`config.mk`:
```
export PLATFORM = sky130hd
export DESIGN_NAME = hazard_controller
export DESIGN_NICKNAME = d
export VERILOG_FILES = /design/src/rtl/hazard_controller.sv
export SDC_FILE = /design/constraint.sdc
export NUM_CORES = 1
export LEC_CHECK = 0
export BUFFER_PORTS_ARGS = -buffer_cell sky130_fd_sc_hd__buf_2
export CORE_MARGIN = 8
export CORE_UTILIZATION = 40
export CTS_CLUSTER_SIZE = 10
export DETAILED_ROUTE_END_ITERATION = 16
export PLACE_DENSITY = 0.78
export SLEW_MARGIN = 20
export SYNTH_ARGS = -nofsm -noshare
export SYNTH_HDL_FRONTEND = slang
export SYNTH_SLANG_ARGS = --single-unit
```
`constraint.sdc`:
```
create_clock -name clk -period 2.4 [get_ports clk]
set_input_delay 0.12 -clock clk [delete_from_list [all_inputs] [get_ports clk]]
set_output_delay 0.12 -clock clk [all_outputs]
set_load 0.005 [all_outputs]
```
`src/rtl/hazard_controller.sv`:
```
// hazard_controller: pipeline sequencing for the 5-stage RISC-V core.
//   Inputs : register addresses of D/E/M/W, pipelined control (RegWrite,
//            ResultSrc, MemWriteM, PCSrcE) and the data-memory ack.
//   Outputs: ForwardAE/ForwardBE operand selects, Stall*/Flush* enables for
//            the pipeline registers, mem_err timeout pulse and a free-running
//            count of cycles in which the PC was held.
module hazard_controller #(
  parameter int unsigned TIMEOUT = 16,
  parameter int unsigned CNT_W   = 32
) (
  input  logic             clk,
  input  logic             rst,
  input  logic [4:0]       Rs1D,
  input  logic [4:0]       Rs2D,
  input  logic [4:0]       Rs1E,
  input  logic [4:0]       Rs2E,
  input  logic [4:0]       RdE,
  input  logic [4:0]       RdM,
  input  logic [4:0]       RdW,
  input  logic             RegWriteM,
  input  logic             RegWriteW,
  input  logic [1:0]       ResultSrcE,
  input  logic [1:0]       ResultSrcM,
  input  logic             MemWriteM,
  input  logic             PCSrcE,
  input  logic             dmem_ack,
  output logic [1:0]       ForwardAE,
  output logic [1:0]       ForwardBE,
  output logic             StallF,
  output logic             StallD,
  output logic             StallE,
  output logic             StallM,
  output logic             FlushD,
  output logic             FlushE,
  output logic             FlushW,
  output logic             mem_err,
  output logic [CNT_W-1:0] stall_cycles
);

  // wcnt never exceeds TIMEOUT-1, so clog2(TIMEOUT) bits suffice.
  localparam int unsigned      WCNT_W    = (TIMEOUT > 2) ? $clog2(TIMEOUT) : 1;
  localparam logic [WCNT_W-1:0] WCNT_LAST = WCNT_W'(TIMEOUT - 1);

  typedef enum logic [1:0] {
    S_IDLE,
    S_WAIT,
    S_ERR
  } state_e;

  state_e            state_q, state_d;
  logic [WCNT_W-1:0] wcnt_q, wcnt_d;
  logic [CNT_W-1:0]  cnt_q, cnt_d;

  logic mem_acc;
  logic mem_stall;
  logic lw_stall;

  assign mem_acc = MemWriteM || (ResultSrcM == 2'b01);

  // State register
  always_ff @(posedge clk) begin
    if (rst) begin
      state_q <= S_IDLE;
      wcnt_q  <= '0;
      cnt_q   <= '0;
    end else begin
      state_q <= state_d;
      wcnt_q  <= wcnt_d;
      cnt_q   <= cnt_d;
    end
  end

  // Next-state logic
  always_comb begin
    state_d = state_q;
    wcnt_d  = wcnt_q;
    cnt_d   = StallF ? cnt_q + CNT_W'(1) : cnt_q;
    case (state_q)
      S_IDLE: begin
        if (mem_acc && !dmem_ack) begin
          state_d = S_WAIT;
          wcnt_d  = WCNT_W'(1);
        end
      end
      S_WAIT: begin
        if (dmem_ack) begin
          state_d = S_IDLE;
          wcnt_d  = '0;
        end else if (wcnt_q == WCNT_LAST) begin
          state_d = S_ERR;
        end else begin
          wcnt_d = wcnt_q + WCNT_W'(1);
        end
      end
      S_ERR: begin
        // A late ack here is dropped; the access is already abandoned.
        state_d = S_IDLE;
        wcnt_d  = '0;
      end
      default: begin
        state_d = S_IDLE;
        wcnt_d  = '0;
      end
    endcase
  end

  // Output logic
  always_comb begin
    ForwardAE = 2'b00;
    if (RegWriteM && (RdM != 5'd0) && (RdM == Rs1E))      ForwardAE = 2'b10;
    else if (RegWriteW && (RdW != 5'd0) && (RdW == Rs1E)) ForwardAE = 2'b01;

    ForwardBE = 2'b00;
    if (RegWriteM && (RdM != 5'd0) && (RdM == Rs2E))      ForwardBE = 2'b10;
    else if (RegWriteW && (RdW != 5'd0) && (RdW == Rs2E)) ForwardBE = 2'b01;

    lw_stall  = (ResultSrcE == 2'b01) && (RdE != 5'd0) &&
                ((RdE == Rs1D) || (RdE == Rs2D));
    mem_stall = ((state_q == S_IDLE) && mem_acc && !dmem_ack) ||
                ((state_q == S_WAIT) && !dmem_ack);

    // A memory stall freezes every stage; load-use and branch flushes are
    // suppressed and re-evaluate once the held D/E contents move again.
    if (mem_stall) begin
      StallF = 1'b1;
      StallD = 1'b1;
      StallE = 1'b1;
      StallM = 1'b1;
      FlushD = 1'b0;
      FlushE = 1'b0;
      FlushW = 1'b1;
    end else begin
      StallF = lw_stall;
      StallD = lw_stall;
      StallE = 1'b0;
      StallM = 1'b0;
      FlushD = PCSrcE;
      FlushE = lw_stall || PCSrcE;
      FlushW = 1'b0;
    end

    mem_err      = (state_q == S_ERR);
    stall_cycles = cnt_q;
  end

endmodule
```
==> impl_metrics.ini <==
[run_status]
outcome = complete, no violations

[clock_network]
cts_tree = yes
cts_buffer_depth = 2
cts-root-buf = clkbuf_8
clk_pin_slew_worst_paths_ps = 70
cts_buffers = 5
worstSkewPairLatency_ps = 290
postCtsHoldBufs = 0
h-tree-depth = 2
cts_sinks = 38
cts_resized = 0
postCtsSetupBuffers = 0

[placement]
place_hpwl_mm = 4.736
gp_congestion = 0.8399
numPortBuffers = 89

[cells_and_area]
final_common_cell = buf_2
num-fill-cells = 535
layout.nets = 420
area_delta_synth_final_pct = 23.80
multi_input_area_um2 = 1429
drive_above_1_share_pct = 26.81
n_antenna_cell = 0
layout_common_cells = 89 x buf_2, 38 x dfxtp_1, 32 x a21oi_1
regArea_um2 = 760.7

[critical_path]
end_kind = register
critPathRequiredTime_ps = 2620
cp.arrival_ps = 2310
start_kind = register
critPathMaxFanout = 10
critical_path_class = register to register
reg2reg_depth = 6

[sta]
hold-worst-slack_ps = 188.1
rsz0062_at_grt = false
setup_viol = 0
maxSlewViolCount = 0
tns_ps = 0
slew_headroom_pct = 52.54
skew_ps = 5.491
fmax_mhz = 478.0
final_hold_viol_count = 0
max_slew.worst_pin.slew_ps = 711.9
period_share_pct = 87.16
period_needed_ps = 2092

[yosys]
syn-cell-area_um2 = 2302
yosys-top-cells-area = dfxtp_1 33%, xor2_1 9.5%, a21oi_1 7.0%, or4_1 5.9%, or3_1 4.9%
syn_area_per_cell_um2 = 7.911
synth_area_leader_cell = dfxtp_1
synth.distinct_cells = 36
syn_inst = 291
ys_seq_elements = 38
yosysWarnings = 0
yosysTopAreaCellShare_pct = 33.04
syn_nets = 339
ys_seq_area_share_pct = 33.04

[floorplan]
die_area_um2 = 8439
core_area_um2 = 5540
dieWidth_um = 91.87
rows = 27
die_h_um = 91.87
initial_core_util_pct = 41.55
num_io_pins = 90

[route]
drt_wl_total_mm = 6.294
first_pass_iters = 4
antenna_left = 0
post-route-drc-count = 0
wl_per_cell_um = 14.14
drtIter0Drc = 122
vias = 2459
routed_via_density = 5.526

[grt]
grt_pass1_wl_mm = 10.78
antenna_found_initial = 0
grt_use_total_pct = 14.87
grt_max_degree = 64
grt_remaining_overflow = 0
grt_pass1_vias = 2444

[power]
leakagePower_nw = 1.156
powerDensity_nw_per_um2 = 449.5
peakVddDrop_v = 0.0002162
finalPower_mw = 1.281

[hold_path]
whs_path_depth = 4
min_path_type = primary input to register

[run]
maxCapViolations = 0
Yosys cell counts:
| master | number |
|---|---|
| a311oi_1 | 1 |
| a32oi_1 | 1 |
| dfxtp_1 | 38 |
| mux2i_1 | 1 |
| buf_2 | 3 |
| a31oi_1 | 1 |
| o31ai_1 | 13 |
| inv_1 | 7 |
| a22oi_1 | 1 |
| a21oi_1 | 32 |
| and4_1 | 2 |
| nor3_1 | 5 |
| xor2_1 | 25 |
| or3_1 | 18 |
| o21ai_1 | 2 |
| nor4_1 | 4 |
| xnor2_1 | 6 |
| a2bb2oi_1 | 1 |
| or4_1 | 18 |
| clkbuf_1 | 8 |
| and2_1 | 3 |
| nor2_1 | 17 |
| and3_1 | 9 |
| nor2b_1 | 2 |
| nand4_1 | 8 |
| nor3_2 | 1 |
| o21ai_0 | 22 |
| a211oi_1 | 1 |
| nand2_2 | 1 |
| buf_6 | 1 |
| buf_4 | 4 |
| nand2_1 | 12 |
| nand3_1 | 19 |
| a211o_1 | 1 |
| ha_1 | 2 |
| o21a_4 | 1 |
final cells by class:
class	instances	area share [%]
repair buffers	90	15.89
inverters	7	0.9219
multi-input cells	230	50.13
clock inverters	1	0.1756
flip-flops and latches	38	26.69
well taps	72	3.161
clock buffers	7	3.029
final timing paths:
kind / startpoint / to / slack (ps)
worst max-delay path: stall_cycles[8]$_SDFFE_PP0P_ / stall_cycles[29]$_SDFFE_PP0P_ / 310
worst min-delay path: dmem_ack / state_q[1]$_SDFFE_PP0P_ / 190
worst max register to register: stall_cycles[8]$_SDFFE_PP0P_ / stall_cycles[29]$_SDFFE_PP0P_ / 310
worst min register to register: stall_cycles[31]$_SDFFE_PP0P_ / stall_cycles[31]$_SDFFE_PP0P_ / 480
per-layer routing:
| metal | track usage (%) | routed length (um) | vias to the layer above |
|---|---|---|---|
| met5 | 0 | 0 | - |
| met4 | 5.235 | 82 | 0 |
| met3 | 5.949 | 583 | 6 |
| met2 | 24.49 | 2806 | 91 |
| met1 | 17.01 | 2821 | 1115 |
| li1 | - | - | 1247 |
sequential cells by signal (all words and copies together) (netlist names):
| name | cells |
|---|---|
| wcnt_q | 4 |
| stall_cycles | 32 |
| state_q | 2 |
power by group:
group / switching [mW] / internal (mW)
clock: 0.222 / 0.232
combinational: 0.103 / 0.0795
sequential: 0.00838 / 0.637
total: 0.333 / 0.948
critical path, stage by stage, from the launching register on:
cell and delay (ps):
dfxtp_1 420, and4_1 280, nand4_1 180, nor2_1 300, nand2_2 180, or4_1 510
a21oi_1 150
cells by family after synthesis:
kind of cell,Yosys count,share of synthesized area [%]
compound gates,77,19.51
fa+ha+maj,2,1.087
flops,38,33.04
xor+xnor,31,11.79
buf+inv,23,4.891
simple gates,119,29.24
mux,1,0.4348
stage by stage:
stage,instances,instance area [um2],util [%],worst slack [ps]
floorplan,291,2302,-,607.3
global placement,437,2759,49.80,474.3
detailed placement,437,2759,49.80,346.0
CTS,445,2850,51.45,320.8
global route,445,2850,51.45,124.9
finish,445,2850,51.45,308.1
Note: power is estimated with default switching activity, not from simulation.
